## config.mk

```make
export PLATFORM = sky130hd
export DESIGN_NAME = wrapper_chain_flat
export DESIGN_NICKNAME = d
export VERILOG_FILES = /design/src/rtl/wrapper_chain_if.sv /design/src/rtl/wrapper_chain.sv /design/src/flat_wrapper.sv
export SDC_FILE = /design/constraint.sdc
export NUM_CORES = 1
export LEC_CHECK = 0
export CAP_MARGIN = 20
export CORE_MARGIN = 2
export CORE_UTILIZATION = 45
export CTS_CLUSTER_SIZE = 8
export DETAILED_ROUTE_END_ITERATION = 10
export GPL_TIMING_DRIVEN = 0
export PLACE_DENSITY = 0.83
export SLEW_MARGIN = 20
export SYNTH_ARGS = -nofsm -noshare
export SYNTH_HDL_FRONTEND = slang
export SYNTH_SLANG_ARGS = --single-unit
```

## constraint.sdc

```tcl
create_clock -name TDR_TCK -period 1.3 [get_ports TDR_TCK]
set_input_delay 0.195 -clock TDR_TCK [delete_from_list [all_inputs] [get_ports TDR_TCK]]
set_output_delay 0.195 -clock TDR_TCK [all_outputs]
set_load 0.02 [all_outputs]
```

## src/rtl/wrapper_chain_if.sv

```systemverilog
// rtl/wrapper_chain_if.sv - scan wrapper chain bus between TDR controller and chain (WRAPCHAIN_BYPASS_EN adds wrp_bypass)
interface wrapper_chain_if #(
   parameter int WIDTH = 8
);
   logic             TDR_EN;
   logic             TDR_CAPTURE;
   logic             TDR_SHIFT;
   logic             TDR_UPDATE;
   logic [1:0]       wrp_mode;
   logic             WSI;
   logic             WSO;
   logic [WIDTH-1:0] CFI;
   logic [WIDTH-1:0] CFO;
   logic             upd_valid;
   logic             shift_cnt_err;
`ifdef WRAPCHAIN_BYPASS_EN
   logic             wrp_bypass;
`endif

   modport master (
`ifdef WRAPCHAIN_BYPASS_EN
      output wrp_bypass,
`endif
      output TDR_EN, TDR_CAPTURE, TDR_SHIFT, TDR_UPDATE, wrp_mode, WSI, CFI,
      input  WSO, CFO, upd_valid, shift_cnt_err
   );

   modport slave (
`ifdef WRAPCHAIN_BYPASS_EN
      input  wrp_bypass,
`endif
      input  TDR_EN, TDR_CAPTURE, TDR_SHIFT, TDR_UPDATE, wrp_mode, WSI, CFI,
      output WSO, CFO, upd_valid, shift_cnt_err
   );
endinterface

```

## src/rtl/wrapper_chain.sv

```systemverilog
// rtl/wrapper_chain.sv - WIDTH-cell scan wrapper chain with shift-length check; optional bypass bit via WRAPCHAIN_BYPASS_EN
module wrapper_chain #(
   parameter int               WIDTH    = 8,
   parameter logic [WIDTH-1:0] SAFE_VAL = '0
) (
   input logic            TDR_TCK,
   input logic            TDR_RESET,
   wrapper_chain_if.slave bus
);
   localparam int             CW       = $clog2(WIDTH + 2);
   localparam logic [CW-1:0]  CNT_FULL = CW'(WIDTH);
   localparam logic [CW-1:0]  CNT_MAX  = CW'(WIDTH + 1);

   logic [WIDTH-1:0] sr;
   logic [WIDTH-1:0] ur;
   logic [WIDTH-1:0] cfo;
   logic [CW-1:0]    cnt;
   logic             upd_valid;
   logic             shift_cnt_err;
   logic             freeze;

   assign freeze = (bus.wrp_mode == 2'b11);

`ifdef WRAPCHAIN_BYPASS_EN
   logic byp;
   assign bus.WSO = bus.wrp_bypass ? byp : sr[0];
`else
   assign bus.WSO = sr[0];
`endif

   assign bus.CFO           = cfo;
   assign bus.upd_valid     = upd_valid;
   assign bus.shift_cnt_err = shift_cnt_err;

   always_ff @(posedge TDR_TCK) begin
      if (TDR_RESET) begin
         sr            <= '0;
         ur            <= SAFE_VAL;
         cfo           <= SAFE_VAL;
         cnt           <= '0;
         upd_valid     <= 1'b0;
         shift_cnt_err <= 1'b0;
`ifdef WRAPCHAIN_BYPASS_EN
         byp           <= 1'b0;
`endif
      end else begin
         case (bus.wrp_mode)
            2'b00:   cfo <= bus.CFI;
            2'b10:   cfo <= SAFE_VAL;
            default: cfo <= ur;
         endcase

         if (bus.TDR_EN) begin
`ifdef WRAPCHAIN_BYPASS_EN
            // In bypass the main chain, its counter and the update path all hold.
            if (bus.wrp_bypass) begin
               if (bus.TDR_CAPTURE)
                  byp <= 1'b0;
               else if (bus.TDR_SHIFT)
                  byp <= bus.WSI;
            end else
`endif
            begin
               if (bus.TDR_CAPTURE)
                  sr <= bus.CFI;
               else if (bus.TDR_SHIFT)
                  sr <= {bus.WSI, sr[WIDTH-1:1]};

               // Even a frozen update restarts the length count.
               if (bus.TDR_CAPTURE || bus.TDR_UPDATE)
                  cnt <= '0;
               else if (bus.TDR_SHIFT && cnt != CNT_MAX)
                  cnt <= cnt + CW'(1);

               if (bus.TDR_UPDATE && !freeze) begin
                  ur <= sr;
                  if (cnt == CNT_FULL) begin
                     upd_valid <= 1'b1;
                  end else begin
                     upd_valid     <= 1'b0;
                     shift_cnt_err <= 1'b1;
                  end
               end

               if (bus.TDR_CAPTURE)
                  upd_valid <= 1'b0;
            end
         end
      end
   end
endmodule

```

## src/flat_wrapper.sv

```systemverilog
// flat-port wrapper written by rule: the top's interface ports become plain ports
module wrapper_chain_flat 
#(
   parameter int               WIDTH    = 8,
   parameter logic [WIDTH-1:0] SAFE_VAL = '0
)
  (TDR_TCK, TDR_RESET, bus_TDR_EN, bus_TDR_CAPTURE, bus_TDR_SHIFT, bus_TDR_UPDATE, bus_wrp_mode, bus_WSI, bus_CFI, bus_WSO, bus_CFO, bus_upd_valid, bus_shift_cnt_err);
  wrapper_chain_if #(.WIDTH(WIDTH)) bus_i ();
  input logic TDR_TCK;
  input logic TDR_RESET;
  input wire logic [$bits(bus_i.TDR_EN)-1:0] bus_TDR_EN;
  input wire logic [$bits(bus_i.TDR_CAPTURE)-1:0] bus_TDR_CAPTURE;
  input wire logic [$bits(bus_i.TDR_SHIFT)-1:0] bus_TDR_SHIFT;
  input wire logic [$bits(bus_i.TDR_UPDATE)-1:0] bus_TDR_UPDATE;
  input wire logic [$bits(bus_i.wrp_mode)-1:0] bus_wrp_mode;
  input wire logic [$bits(bus_i.WSI)-1:0] bus_WSI;
  input wire logic [$bits(bus_i.CFI)-1:0] bus_CFI;
  output wire logic [$bits(bus_i.WSO)-1:0] bus_WSO;
  output wire logic [$bits(bus_i.CFO)-1:0] bus_CFO;
  output wire logic [$bits(bus_i.upd_valid)-1:0] bus_upd_valid;
  output wire logic [$bits(bus_i.shift_cnt_err)-1:0] bus_shift_cnt_err;
  assign bus_i.TDR_EN = bus_TDR_EN;
  assign bus_i.TDR_CAPTURE = bus_TDR_CAPTURE;
  assign bus_i.TDR_SHIFT = bus_TDR_SHIFT;
  assign bus_i.TDR_UPDATE = bus_TDR_UPDATE;
  assign bus_i.wrp_mode = bus_wrp_mode;
  assign bus_i.WSI = bus_WSI;
  assign bus_i.CFI = bus_CFI;
  assign bus_WSO = bus_i.WSO;
  assign bus_CFO = bus_i.CFO;
  assign bus_upd_valid = bus_i.upd_valid;
  assign bus_shift_cnt_err = bus_i.shift_cnt_err;
  wrapper_chain #(.WIDTH(WIDTH), .SAFE_VAL(SAFE_VAL)) u_core (.TDR_TCK(TDR_TCK), .TDR_RESET(TDR_RESET), .bus(bus_i));
endmodule
```

### Word-level counts from Yosys, hierarchy flattened

Cells that the tools add are included.

| word-level totals | value |
|---|---|
| register bits | 30 |
| input bits | 17 |
| logic and storage cells | 33 |

| operators by class | value |
|---|---|
| reduce and logical (&&, ||, !) cells | 13 |
| equality and inequality tests | 4 |
| add/subtract/negate cells | 1 |
| bitwise gates (word level) | 1 |
| mux-type cells | 8 |

Operators with widths:

| operator | number |
|---|---|
| two-way mux 8 bit | 2 |
| one-hot mux 8 bit (2 select lines) | 1 |
| two-way mux 4 bit | 2 |
| AND reduction 2 bit | 4 |
| nonzero test 2 bit | 3 |
| adder 4 x 1 -> 4 bit, second input constant | 1 |
| equality test 2 bit, second input constant | 2 |
| equality test 4 bit, second input constant | 1 |
| inequality test 4 bit, second input constant | 1 |
| two-way mux 1 bit | 3 |
| AND reduction 3 bit | 1 |
| logical AND 1 bit | 2 |
| logical NOT 2 bit | 1 |
| logical NOT 1 bit | 1 |
| logical OR 1 bit | 1 |
| inverter 1 bit | 1 |

### Depth between registers and ports, before layout

Gate-level depths: netlist of run 1.

| logic depth | value |
|---|---|
| word-level depth | 5 |
| depth in mapped cells | 6 |
| mapped depth without buffers | 5 |

### Worst setup path after synthesis of run 1

No wires, ideal clock.

| timing | value |
|---|---|
| path type | input port to flip-flop |
| start point | in bus_wrp_mode[1] |
| end point | reg u_core.upd_valid, in the netlist u_core.bus.upd_valid |
| stages | 6 |
| arrival time | 1.119 ns |
| setup slack | 0.065 ns |
| data required time | 1.184 ns |
| path through | buf_2 > and2_4 > buf_6 > buf_6 > a311o_1 > o211a_1 |

| on the way | value |
|---|---|
| longest elaborated chain between the ends | 5 |

RTL lines:

| what | RTL line | text |
|---|---|---|
| from (decl) | flat_wrapper.sv:15 | `input wire logic [$bits(bus_i.wrp_mode)-1:0] bus_wrp_mode;` |
| equality test 2 bit | wrapper_chain.sv:22 | `assign freeze = (bus.wrp_mode == 2'b11);` |
| logical NOT 1 bit | wrapper_chain.sv:75 | `if (bus.TDR_UPDATE && !freeze) begin` |
| logical AND 1 bit | wrapper_chain.sv:75 |  |
| nonzero test 2 bit (no line) | - |  |
| AND reduction 2 bit (no line) | - |  |
| to (signal assigned) | wrapper_chain.sv:78 | `upd_valid <= 1'b1;` |
| to (signal assigned) | wrapper_chain.sv:80 | `upd_valid <= 1'b0;` |
| to (signal assigned) | wrapper_chain.sv:86 | `upd_valid <= 1'b0;` |
| to (decl) | wrapper_chain.sv:18 | `logic upd_valid;` |

No other way between the ends.
A chain may end at the register's enable or synchronous reset.

### Worst setup path in the final report of run 1

| timing | value |
|---|---|
| start point | in bus_TDR_SHIFT |
| end point | reg u_core.cnt[3] |

| on the way | value |
|---|---|
| longest elaborated chain between the ends | 3 |

RTL lines:

| what | RTL line | text |
|---|---|---|
| from (decl) | flat_wrapper.sv:13 | `input wire logic [$bits(bus_i.TDR_SHIFT)-1:0] bus_TDR_SHIFT;` |
| logical AND 1 bit | wrapper_chain.sv:72 | `else if (bus.TDR_SHIFT && cnt != CNT_MAX)` |
| nonzero test 2 bit (no line) | - |  |
| AND reduction 2 bit (no line) | - |  |
| to (signal assigned) | wrapper_chain.sv:73 | `cnt <= cnt + CW'(1);` |
| to (decl) | wrapper_chain.sv:17 | `logic [CW-1:0] cnt;` |

No other way between the ends.

==> impl_results.md, run 1 <==
* # IOs at 28
* Vias per cell at 5.49
* RSZ-0062 raised after global routing: yes
* Remaining global-route overflow at 0
* Most frequent cells in the layout: dfxtp_1, nor2_1, a21oi_1, clkdlybuf4s50_1, dlygate4sd2_1
* Commonest non-fill, non-tap cell in the layout: dfxtp_1
* DR DRC count at 0
* H-tree Lvls at 2
* Worst Path Required at 1.56 ns
* Worst hold margin at 0.209 ns
* Yosys reg bits at 30
* Final min period at 1.30 ns
* Worst Path Arrival at 1.56 ns
* DRT iter0 DRCs at between 50 and 60
* Critical path fanouts, max at 4
* Fmax at 0.769 GHz
* Clock Sinks at 30
* Initial Util at 46.0%
* GRT Overall Usage at roughly a fifth
* Final period utilization at 100%
* GPL Wtd Cong at between 0.9 and 1
* P_leak at 0.702 nW
* Deepest clock path buffer count at 2
* Largest net degree at the start of global routing at 11
* CTS root buf: clkbuf_4
* Core area at 0.00298 mm^2
* Max Slew Vio Count at 0
* Synth cell types at 31
* Slew margin rel. at 64.3%
* Critical path class: in -> reg
* ANT cells at 0
* Worst vdd ir at about 400 uV
* Crit end category: flip-flop
* CTS Buf Count at 5
* DRT Pass-1 Iters at 4
* Placed cell count at roughly 210
* Slew at the pin with the worst max-slew slack at 0.529 ns
* Clk_lat worst skew at 0.33 ns
* Vias at 1186
* Setup ws final at -0.000545 ns
* Clock Skew at roughly 0.012 ns
* Power Density at approximately 1000 mW/mm^2
* Total Wirelength at between 2000 and 3000 um
* Post-placement cell area at 0.00166 mm^2
* Site row count at 20
* Worst-path clk slew at 0.09 ns
* Ys Warns at 0
* Final setup viols at 1
* Die ar. at 0.00350 mm^2
* Final cell count without fillers at 216
* Net Count, Synth at 169
* Maxcap violations at 0
* Area Overhead vs Synth at 27.9%
* Seq/Total Area, Yosys at 43.8%
* DPL Wire Length at 2250 um
* Layout cells sized above 1 at 13.1%
* Hold Crit Class: in -> reg
* Worst Setup Slack post-DPL at -0.466 ns
* Startpoint Class: input pin
* Cell area after layout at between 0.0015 and 0.002 mm^2
* Die width at 59.2 um
* Fin. Hold Viols at 0
* Post-Synthesis Cells at around 150
* Nets@finish at 202
* # port buffers at 25
* Post-Synthesis Cell Area at approximately 0.0014 mm^2
* Cts hold-fix bufs at 0
* Vias in the first global route at 1166
* Final ANT Viol Nets at 0
* Die Ht at roughly 59 um
* CTS tree: yes
* Global-route wire length before repair at 5110 um
* Failing checks: setup timing
* Total Neg Setup Slack at -0.000545 ns
* Syn avg cell area at 9.20 um^2
* Status: finished, violations left
* Routed wire per std cell at between 10 and 15 um
* Initial antenna violation count at 0
report_power, final:
part	switching [mW]	leakage [nW]	internal [mW]
logic	0.145	0.421	0.130
clock network	0.317	0.0353	0.262
registers	0.0193	0.246	0.957
final cells by class:
type                       count  area (um^2)
clock inverter                 1         5.00
fill                         259         1220
clock buffer                   7         55.1
inverter                       4         15.0
tap                           33         41.3
multi-input combinational    104          713
sequential                    30          603
buffer                        11         73.8
timing repair buffer          26          246
layer usage:
| metal | up-vias | part of all wire (%) | track usage, % |
|---|---|---|---|
| met1 | 544 | 45 | 23.0 |
| met5 | - | 0 | 0 |
| li1 | 603 | - | - |
| met3 | 8 | 5.3 | 7.21 |
| met2 | 31 | 47 | 31.9 |
| met4 | 0 | 2.3 | 9.74 |
final timing paths:
kind                            startpoint                        to  slack (ns)  depth (start not counted)
hold / removal             bus_wrp_mode[0]         u_core.bus.CFO[3]        0.21                          4
hold reg to reg   u_core.bus.shift_cnt_err  u_core.bus.shift_cnt_err        0.46                          2
setup reg to reg             u_core.cnt[1]             u_core.cnt[0]        0.05                          5
setup / recovery             bus_TDR_SHIFT             u_core.cnt[3]     -0.0005                          4
logic make-up (layout without fill, tap and decap cells):
group                    count (synthesis)  in the layout  synth area share [%]
AO/OA/AOI/OAI                           43             43                  19.2
adder cells (fa/ha/maj)                  3              3                  2.74
buffers and inverters                   15             49                  6.12
flip-flops                              30             30                  43.8
multiplexers                             9              9                  6.58
AND/OR/NAND/NOR                         49             49                  21.6
registers in the layout, indices dropped and copies added (netlist names):
register / cells
u_core.bus.CFO: 8
u_core.sr: 8
u_core.ur: 8
u_core.bus.shift_cnt_err: 1
u_core.bus.upd_valid: 1
u_core.cnt: 4
Yosys cell counts:
library cell | count | area [um^2]
a31oi_1 | 1 | 6.26
o211ai_1 | 1 | 7.51
ha_1 | 3 | 37.5
or2_0 | 1 | 6.26
nor2_1 | 18 | 67.6
and2_4 | 1 | 8.76
o21ai_0 | 10 | 50.1
inv_1 | 4 | 15.0
buf_1 | 1 | 3.75
o211a_1 | 1 | 10.0
o21a_1 | 1 | 7.51
a311o_1 | 1 | 10.0
nand3b_1 | 3 | 22.5
nand4_1 | 1 | 6.26
buf_6 | 3 | 33.8
buf_2 | 4 | 20.0
or3_1 | 2 | 12.5
and3b_1 | 1 | 8.76
o32ai_1 | 2 | 17.5
clkbuf_1 | 3 | 11.3
nand2_1 | 1 | 3.75
a211oi_1 | 8 | 60.1
a21oi_1 | 17 | 85.1
a21oi_2 | 1 | 8.76
or4_1 | 1 | 7.51
dfxtp_1 | 30 | 601
nand3_1 | 3 | 15.0
mux2i_1 | 9 | 90.1
or3b_1 | 8 | 70.1
nand2_2 | 1 | 6.26
nor3b_1 | 8 | 60.1
worst max-delay path, cell delays in order:
cell and delay (ns):
clkdlybuf4s50_1 0.54, nand2_1 0.14, or4_1 0.53, a31oi_1 0.16
timing repair:
action,4_1_cts,5_1_grt
resized for setup,16,9
pin swaps,0,3
endpoints found under the setup margin,18,8
gates cloned,0,0
setup buffers,0,1
per-stage QoR:
step                utilization [%]  power, mW
CTS                            57.4       1.84
detailed placement             55.8       1.27
global placement               55.8       1.26
floorplan                         -       1.16
global route                   58.9       1.93
finish                         58.9       1.83
Power figures use the tool's default switching activity.
==> inputs of run 2 (changes only) <==
Settings changed: ABC_CLOCK_PERIOD_IN_PS set to 1300.
==> results of run 2 <==
The final DEF is identical to that of run 1; final timing and power are the same.
